`src/rtl/apb4_param_reg_bank.sv`:
```
`default_nettype none
// ============================================================================
// Module      : apb4_param_reg_bank
// Description : APB4 slave with NUM_REGS 32-bit data registers, a CTRL word
//               holding a sticky LOCK bit, a read-only CoreSight-style ID
//               block and a configurable number of access-phase wait states.
// Ports       : pclk, presetn (async, active-low)
//               psel, penable, pwrite, paddr, pstrb, pprot, pwdata (APB4 in)
//               ecorevnum (ECO revision, reported in PID3)
//               prdata, pready, pslverr (APB4 out)
// Revision    : 1.0 - initial release
// ============================================================================
module apb4_param_reg_bank #(
    parameter int ADDRWIDTH   = 12,
    parameter int NUM_REGS    = 8,
    parameter int WAIT_STATES = 0
) (
    input  logic                 pclk,
    input  logic                 presetn,
    input  logic                 psel,
    input  logic                 penable,
    input  logic                 pwrite,
    input  logic [ADDRWIDTH-1:0] paddr,
    input  logic [3:0]           pstrb,
    input  logic [2:0]           pprot,
    input  logic [31:0]          pwdata,
    input  logic [3:0]           ecorevnum,
    output logic [31:0]          prdata,
    output logic                 pready,
    output logic                 pslverr
);

    localparam int         c_IDX_W = (NUM_REGS > 1) ? $clog2(NUM_REGS) : 1;
    localparam logic [3:0] c_WAIT  = 4'(WAIT_STATES);

    typedef enum logic [0:0] {
        ST_IDLE   = 1'b0,
        ST_ACCESS = 1'b1
    } state_t;

    state_t        r_state;
    state_t        w_state_nxt;
    logic [3:0]    r_wait_cnt;
    logic [3:0]    w_wait_nxt;
    logic [31:0]   r_regs [NUM_REGS];
    logic          r_lock;

    logic [11:0]        w_off;
    logic [9:0]         w_word;
    logic [c_IDX_W-1:0] w_idx;
    logic               w_hi_ok;
    logic               w_hit_data;
    logic               w_hit_ctrl;
    logic               w_hit_id;
    logic               w_mapped;
    logic               w_wr_err;
    logic               w_err;
    logic               w_complete;
    logic               w_commit;
    logic [31:0]        w_id_data;
    logic [31:0]        w_rdata;
    logic               w_unused;

    // ------------------------------------------------------------------
    // Address decode. Everything above the 4 KB window is unmapped.
    // ------------------------------------------------------------------
    assign w_off      = paddr[11:0];
    assign w_word     = w_off[11:2];
    assign w_idx      = w_off[c_IDX_W+1:2];
    assign w_hi_ok    = ((paddr >> 12) == '0);
    assign w_hit_data = w_hi_ok && (w_off < 12'h800) && (w_word < 10'(NUM_REGS));
    assign w_hit_ctrl = w_hi_ok && (w_word == 10'h200);
    // 0xFC0-0xFFC: reserved words read 0, ID words read constants
    assign w_hit_id   = w_hi_ok && (w_off >= 12'hFC0);
    assign w_mapped   = w_hit_data || w_hit_ctrl || w_hit_id;

    // Reads ignore pprot and LOCK; writes need privilege and a writable target
    assign w_wr_err = !pprot[0] || !w_mapped || w_hit_id || (w_hit_data && r_lock);
    assign w_err    = pwrite ? w_wr_err : !w_mapped;

    assign w_complete = (r_state == ST_ACCESS) && psel && penable && (r_wait_cnt == 4'd0);
    assign w_commit   = w_complete && pwrite && !w_wr_err;

    assign w_unused = ^{pprot[2:1], paddr[1:0]};

    // ------------------------------------------------------------------
    // Transfer FSM
    // ------------------------------------------------------------------
    always_ff @(posedge pclk or negedge presetn) begin
        if (!presetn) begin
            r_state    <= ST_IDLE;
            r_wait_cnt <= 4'd0;
        end else begin
            r_state    <= w_state_nxt;
            r_wait_cnt <= w_wait_nxt;
        end
    end

    always_comb begin
        w_state_nxt = r_state;
        w_wait_nxt  = r_wait_cnt;
        case (r_state)
            ST_IDLE: begin
                if (psel && !penable) begin
                    w_state_nxt = ST_ACCESS;
                    w_wait_nxt  = c_WAIT;
                end
            end
            ST_ACCESS: begin
                if (!psel) begin
                    // master abandoned the transfer: drop it without a commit
                    w_state_nxt = ST_IDLE;
                    w_wait_nxt  = 4'd0;
                end else if (r_wait_cnt != 4'd0) begin
                    w_wait_nxt = r_wait_cnt - 4'd1;
                end else if (penable) begin
                    w_state_nxt = ST_IDLE;
                end
            end
            default: begin
                w_state_nxt = ST_IDLE;
                w_wait_nxt  = 4'd0;
            end
        endcase
    end

    assign pready = (r_state == ST_IDLE) || (r_wait_cnt == 4'd0);

    // ------------------------------------------------------------------
    // Storage
    // ------------------------------------------------------------------
    always_ff @(posedge pclk or negedge presetn) begin
        if (!presetn) begin
            for (int i = 0; i < NUM_REGS; i++) begin
                r_regs[i] <= 32'd0;
            end
        end else if (w_commit && w_hit_data) begin
            for (int b = 0; b < 4; b++) begin
                if (pstrb[b]) begin
                    r_regs[w_idx][8*b +: 8] <= pwdata[8*b +: 8];
                end
            end
        end
    end

    // LOCK is sticky: only a reset clears it
    always_ff @(posedge pclk or negedge presetn) begin
        if (!presetn) begin
            r_lock <= 1'b0;
        end else if (w_commit && w_hit_ctrl && pstrb[0] && pwdata[0]) begin
            r_lock <= 1'b1;
        end
    end

    // ------------------------------------------------------------------
    // Read path
    // ------------------------------------------------------------------
    always_comb begin
        w_id_data = 32'd0;
        case (w_off[5:2])
            4'h4:    w_id_data = 32'h0000_0004;
            4'h8:    w_id_data = 32'h0000_0019;
            4'h9:    w_id_data = 32'h0000_00B8;
            4'hA:    w_id_data = 32'h0000_001B;
            4'hB:    w_id_data = {24'h0, ecorevnum, 4'h0};
            4'hC:    w_id_data = 32'h0000_000D;
            4'hD:    w_id_data = 32'h0000_00F0;
            4'hE:    w_id_data = 32'h0000_0005;
            4'hF:    w_id_data = 32'h0000_00B1;
            default: w_id_data = 32'd0;
        endcase
    end

    always_comb begin
        w_rdata = 32'd0;
        if (w_hit_data) begin
            w_rdata = r_regs[w_idx];
        end else if (w_hit_ctrl) begin
            w_rdata = {31'd0, r_lock};
        end else if (w_hit_id) begin
            w_rdata = w_id_data;
        end
    end

    assign prdata  = (w_complete && !pwrite) ? w_rdata : 32'd0;
    assign pslverr = w_complete ? w_err : 1'b0;

endmodule
`default_nettype wire

```
`config.mk`:
```
export PLATFORM = sky130hd
export DESIGN_NAME = apb4_param_reg_bank
export DESIGN_NICKNAME = d
export VERILOG_FILES = /design/src/rtl/apb4_param_reg_bank.sv
export SDC_FILE = /design/constraint.sdc
export NUM_CORES = 1
export LEC_CHECK = 0
export CAP_MARGIN = 20
export CORE_MARGIN = 5
export CORE_UTILIZATION = 63
export CTS_CLUSTER_SIZE = 16
export DETAILED_ROUTE_END_ITERATION = 12
export PLACE_DENSITY_LB_ADDON = 0.3
export REMOVE_ABC_BUFFERS = 1
export SYNTH_ARGS = -nofsm -noshare
export SYNTH_HDL_FRONTEND = slang
export SYNTH_SLANG_ARGS = --single-unit
export TNS_END_PERCENT = 1
```
`constraint.sdc`:
```
create_clock -name pclk -period 4.5 [get_ports pclk]
set_clock_uncertainty 0.05 [all_clocks]
set_input_delay 0.9 -clock pclk [delete_from_list [all_inputs] [get_ports pclk]]
set_output_delay 0.9 -clock pclk [all_outputs]
set_load 0.02 [all_outputs]
```
==> results of run 1 <==
## worst min-delay path by stage
stage,start,end,cells past startpoint,slack (ns)
detailed placement,r_regs[34],r_regs[34],1,0.44
floorplan,r_lock,r_lock,2,0.41
finish,presetn,r_regs[124],1,0.45
global route,r_regs[95],r_regs[95],1,0.46
global placement,r_regs[176],r_regs[176],1,0.43
CTS,r_regs[177],r_regs[177],1,0.45
## layout by cell type (no fill, tap or decap), drive strengths merged, types with 7 or more instances in the layout
cell type      instances
clkdlybuf4s50         85
and2                   8
nor2                  32
clkbuf                38
mux2i                 31
mux4                  64
buf                   24
inv                    7
dfrtp                262
o22ai                  8
nor4                   8
nand2                 16
nand4                 17
mux2                 257
nand3                 10
## routing by layer
metal	global-route usage	up-vias
met2	0.443	216
met5	0	-
met4	0.0764	0
met1	0.334	3932
met3	0.0407	69
li1	-	3284
## power groups by stage
stage	combinational (uW)	clock, uW	sequential, uW
2_1_floorplan	59.5	0	2400
5_1_grt	270	2420	2360
3_3_place_gp	238	0	2400
4_1_cts	251	2320	2360
6_report	247	2290	2360
3_5_place_dp	249	0	2400
## per-stage QoR
stage / hold slack (ns) / util / cell area [um2]
global placement: 0.431 / 0.705 / 13800
global route: 0.460 / 0.753 / 14700
floorplan: 0.409 / - / 12400
CTS: 0.452 / 0.753 / 14700
detailed placement: 0.439 / 0.705 / 13800
finish: 0.451 / 0.753 / 14700
## registers in the layout, summed over array words and instances, names as in the netlist
name,cells
r_state,1
r_wait_cnt,4
r_regs,256
r_lock,1
## cell families after synthesis
| kind of cell | after synthesis | share of synthesized area |
|---|---|---|
| multiplexers | 352 | 0.368 |
| flip-flops | 262 | 0.519 |
| AND/OR/NAND/NOR | 122 | 0.0782 |
| buffers and inverters | 47 | 0.0186 |
| AO/OA/AOI/OAI | 28 | 0.0144 |
| adder cells (fa/ha/maj) | 2 | 0.00178 |
| XOR/XNOR | 1 | 0.000693 |
## area by class of cell
class                           count  area (um2)  area share
Sequential cell                   262        6560       0.445
Multi-Input combinational cell    505        5850       0.397
Timing Repair Buffer              109        1060      0.0718
Clock buffer                       38         766      0.0519
Tap cell                          265         332      0.0225
Clock inverter                      9         156      0.0106
Inverter                            7        26.3     0.00178
==> flow_summary.json, run 1 <==
{
  "status": "finished, final reports clean",
  "grtUsageTotal": 0.255,
  "period_share": 0.939,
  "worstPathArrival_ns": 3.28,
  "htreeDepth": 1,
  "rsz0062_at_grt": "no",
  "via_per_inst": 6.28,
  "leakage_uw": 0.00713,
  "min_path_type": "in -> async",
  "final_cell_count_no_fill": 1195,
  "cts-resized-gates": 0,
  "postCtsHoldBufs": 0,
  "syn_area_per_cell_um2": 15.5,
  "cp.required_ns": 3.55,
  "power_uw": 4890,
  "cts.clk_slew.worst_paths_ns": 0.06,
  "die_area_um2": 23000,
  "ys_top_cells_by_count": "dfrtp_1, mux2_2, mux4_2",
  "first_pass_iters": 4,
  "pwr-share-clk": 0.468,
  "swShare": 0.213,
  "tightest_slew_ns": 1.08,
  "maxSlewHeadroom": 0.279,
  "gp_congestion": 0.860,
  "reg2reg_slack_ns": 1.34,
  "vias": 7501,
  "drv_slew": 0,
  "drt-total-wl_um": 27900,
  "drv_cap": 0,
  "die_w_um": 152,
  "highest_layer": "met4",
  "finalCriticalPeriod_ns": 4.23,
  "syn_inst": 814,
  "r2r_end": "r_regs[178]",
  "antenna_left": 0,
  "syn_to_final_growth_pct": 16.7,
  "crit_fanout": 5,
  "timing.final.setup_violations": 0,
  "dp_hpwl_um": 18200,
  "power_density_nw_per_um2": 332,
  "worstPathCellList": "inv_1 > ha_1 > or3b_2 > nor3b_1 > nand3_1 > buf_4 > o22ai_1 > clkdlybuf4s50_1",
  "drive_above_1_share": 0.455,
  "ios": 94,
  "grt_pass1_wl_um": 45500,
  "synth_top_area_share": 0.519,
  "cts_tree": "built",
  "ys_seq_area_frac": 0.519,
  "routedWlPerCell_um": 23.3,
  "io_buffers": 89,
  "insertion_delay_ns": 0.52,
  "p_switching_uw": 1040,
  "drt_iter0_drc": 385,
  "fin_nets": 972,
  "synth_area_leaders": "dfrtp_1, mux2_2, mux4_2, mux2i_1, nand4_4",
  "nFillCells": 1143,
  "synth_edf_count": 0,
  "grt_max_degree": 146,
  "fin_setup_tns_ns": 0,
  "dp.cells": 1148,
  "diodes": 0,
  "wl_met3_um": 1450,
  "grt_overflow_total": 0,
  "cp-startpoint": "r_wait_cnt[0]",
  "setup_slack_ns": 0.274,
  "reg2reg_from": "r_wait_cnt[0]",
  "numCtsBuffers": 26,
  "first_global_vias": 8445,
  "die_h_um": 152,
  "core_area_um2": 19600,
  "async_reset_ff_frac": 1.00,
  "vdd_ir_drop_max_mv": 0.300,
  "dr_wl_met2_um": 14400,
  "worst-path-buf-inv": 3,
  "crit_type": "reg -> out",
  "root_buffer": "clkbuf_16",
  "yosys_most_used_dff": "dfrtp_1",
  "fmax_mhz": 237,
  "startpoint_type": "register",
  "r2r.worst_path.cells": 7,
  "synth_area_um2": 12600,
  "rows": 51,
  "dp_slack_ns": 0.289,
  "clock-sinks": 262,
  "crit_cells": 8,
  "synth_most_common_cell": "dfrtp_1",
  "comb_power_share": 0.050,
  "synth_cell_type_count": 49,
  "p_seq_frac": 0.482,
  "start_util": 0.645,
  "cts_buffer_depth": 3,
  "route.detailed.drc": 0,
  "grt_antenna_before_repair": 0,
  "crit_slowest_cell": "clkdlybuf4s50_1",
  "hold_violations": 0,
  "met1_length_um": 11300,
  "power.internal_uw": 3850,
  "ys_seq_elements": 262,
  "post_cts_buffers": 0,
  "yosysWarnings": 0,
  "critPathCaptureType": "output pin",
  "cp_top_family": "simple AND/OR/NAND/NOR gates",
  "crit_end": "prdata[6]",
  "synth_largest_area_cell": "dfrtp_1",
  "cpPeakStageDelay_ns": 0.63
}
Note: power is estimated with default switching activity, not from simulation.
==> run 2: changes to the inputs <==
--- a/config.mk
+++ b/config.mk
@@ -12,6 +12,7 @@
 export DETAILED_ROUTE_END_ITERATION = 12
 export PLACE_DENSITY_LB_ADDON = 0.3
 export REMOVE_ABC_BUFFERS = 1
+export SETUP_SLACK_MARGIN = 0.05
 export SYNTH_ARGS = -nofsm -noshare
 export SYNTH_HDL_FRONTEND = slang
 export SYNTH_SLANG_ARGS = --single-unit
==> results of run 2 <==
No change in the layout: final DEF, timing and power equal those of run 1.
==> run 3: changes to the inputs <==
--- a/config.mk
+++ b/config.mk
@@ -10,7 +10,7 @@
 export CORE_UTILIZATION = 63
 export CTS_CLUSTER_SIZE = 16
 export DETAILED_ROUTE_END_ITERATION = 12
-export PLACE_DENSITY_LB_ADDON = 0.3
+export PLACE_DENSITY = 0.82
 export REMOVE_ABC_BUFFERS = 1
 export SETUP_SLACK_MARGIN = 0.05
 export SYNTH_ARGS = -nofsm -noshare
==> run 3 against run 2 <==
Effect of this change: cell count rose by 0.25%; utilization grew 0.46 points; die area unchanged; worst hold slack got worse by 0.0029 ns; largest power group unchanged; setup slack improved by 0.021 ns; clock-buffer cell count fell by 2; clock power is 3% higher; global-route usage increased by 0.16 points; first-iteration DRC count fell by 11%; non-clock buffer count increased by 4; critical path depth down 1.
==> flow_summary.json, run 3 (same netlist as run 1, synthesis figures left out) <==
{
  "status": "finished, final reports clean",
  "rows": 51,
  "timing.final.setup_violations": 0,
  "root_buffer": "clkbuf_16",
  "dp_slack_ns": 0.325,
  "io_buffers": 89,
  "grt_max_degree": 140,
  "reg2reg_slack_ns": 1.39,
  "rsz0062_at_grt": "no",
  "first_global_vias": 8497,
  "clock-sinks": 262,
  "power_density_nw_per_um2": 335,
  "fin_nets": 976,
  "insertion_delay_ns": 0.52,
  "worstPathArrival_ns": 3.25,
  "cp.required_ns": 3.55,
  "cts-resized-gates": 0,
  "drive_above_1_share": 0.458,
  "maxSlewHeadroom": 0.308,
  "vdd_ir_drop_max_mv": 0.260,
  "worstPathCellList": "clkdlybuf4s50_1 > nor4_4 > and4_2 > nand2_1 > buf_4 > o22ai_1 > clkdlybuf4s50_1",
  "r2r.worst_path.cells": 7,
  "top_usage_layer": "met2",
  "period_share": 0.934,
  "htreeDepth": 1,
  "drt_iter0_drc": 342,
  "stdcell_area_um2": 14800,
  "grt_pass1_wl_um": 45600,
  "critPathCaptureType": "output pin",
  "grt_use_met3": 0.0387,
  "leakage_uw": 0.00717,
  "cts.clk_slew.worst_paths_ns": 0.05,
  "crit_top_cell": "clkdlybuf4s50_1",
  "hold_violations": 0,
  "grt_overflow_total": 0,
  "grtUsageMet2": 0.450,
  "startpoint_type": "input port",
  "crit_type": "in -> out",
  "via_per_inst": 6.32,
  "final_cell_mix": "dfrtp_1, mux2_2, clkdlybuf4s50_1",
  "crit_fanout": 16,
  "die_h_um": 152,
  "start_util": 0.645,
  "power_uw": 4970,
  "top_register": "r_regs",
  "route.detailed.drc": 0,
  "gp_congestion": 0.903,
  "grtUsageTotal": 0.256,
  "vias": 7572,
  "drv_cap": 0,
  "cpPeakStageDelay_ns": 0.64,
  "fmax_mhz": 238,
  "numCtsBuffers": 26,
  "drt-total-wl_um": 28300,
  "first_pass_iters": 4,
  "finalCriticalPeriod_ns": 4.20,
  "drv_slew": 0,
  "tightest_slew_ns": 1.04,
  "mostFrequentLayoutCell": "dfrtp_1",
  "final_cell_count_no_fill": 1198,
  "die_w_um": 152,
  "core_area_um2": 19600,
  "dp_hpwl_um": 19000,
  "setup_slack_ns": 0.295,
  "dp.cells": 1152,
  "min_path_type": "in -> async",
  "reg2reg_from": "r_wait_cnt[0]",
  "largest_reg_flops": 256,
  "crit_slowest_cell": "clkdlybuf4s50_1",
  "cts_tree": "built",
  "antenna_left": 0,
  "top_regs": "r_regs (256), r_wait_cnt (4)",
  "cts_buffer_depth": 3,
  "final_util": 0.757,
  "met1_usage": 0.333,
  "postCtsHoldBufs": 0,
  "post_cts_buffers": 0,
  "syn_to_final_growth_pct": 17.4,
  "grt_antenna_before_repair": 3,
  "routedWlPerCell_um": 23.6,
  "die_area_um2": 23000,
  "place_area_um2": 13900,
  "ios": 94,
  "cp-startpoint": "paddr[9]"
}
## run 3: worst paths after layout
path / endpoint
max in group asynchronous: r_regs[85]
max reg2reg: r_regs[174]
min in group pclk: r_regs[179]
max: prdata[4]
min reg2reg: r_regs[179]
min: r_regs[27]
## run 3: power breakdown
group	leakage (uW)	internal, uW	switching, uW
registers	0.00366	2360	0.877
logic	0.00305	95.8	157
clock network	0.000462	1470	891
total	0.00717	3920	1050
## run 3: metrics by stage
| stage | TNS, ns | hold slack, ns |
|---|---|---|
| finish | 0 | 0.448 |
| CTS | 0 | 0.452 |
| floorplan | -4.70 | 0.409 |
| detailed placement | 0 | 0.438 |
| global route | 0 | 0.461 |
| global placement | 0 | 0.431 |
## run 3: layer usage
layer  part of all wire  wire (um)
met1               0.40      11200
met3              0.049       1380
met4              0.027        756
met2               0.53      14900
met5             0.0012         34
## run 3: cell type report
type / count / area [um2]
Multi-Input combinational cell: 505 / 5850
Inverter: 7 / 26.3
Sequential cell: 262 / 6560
Tap cell: 265 / 332
Clock buffer: 36 / 769
Antenna cell: 1 / 2.50
Fill cell: 1168 / 4760
Timing Repair Buffer: 113 / 1130
Clock inverter: 9 / 173
## run 3: worst max-delay path: cells and delay by family
family	cells	cell delay [ns]
AOI/OAI and AO/OA	1	0.23
buffers and inverters	3	1.33
and+or+nand+nor	3	0.80
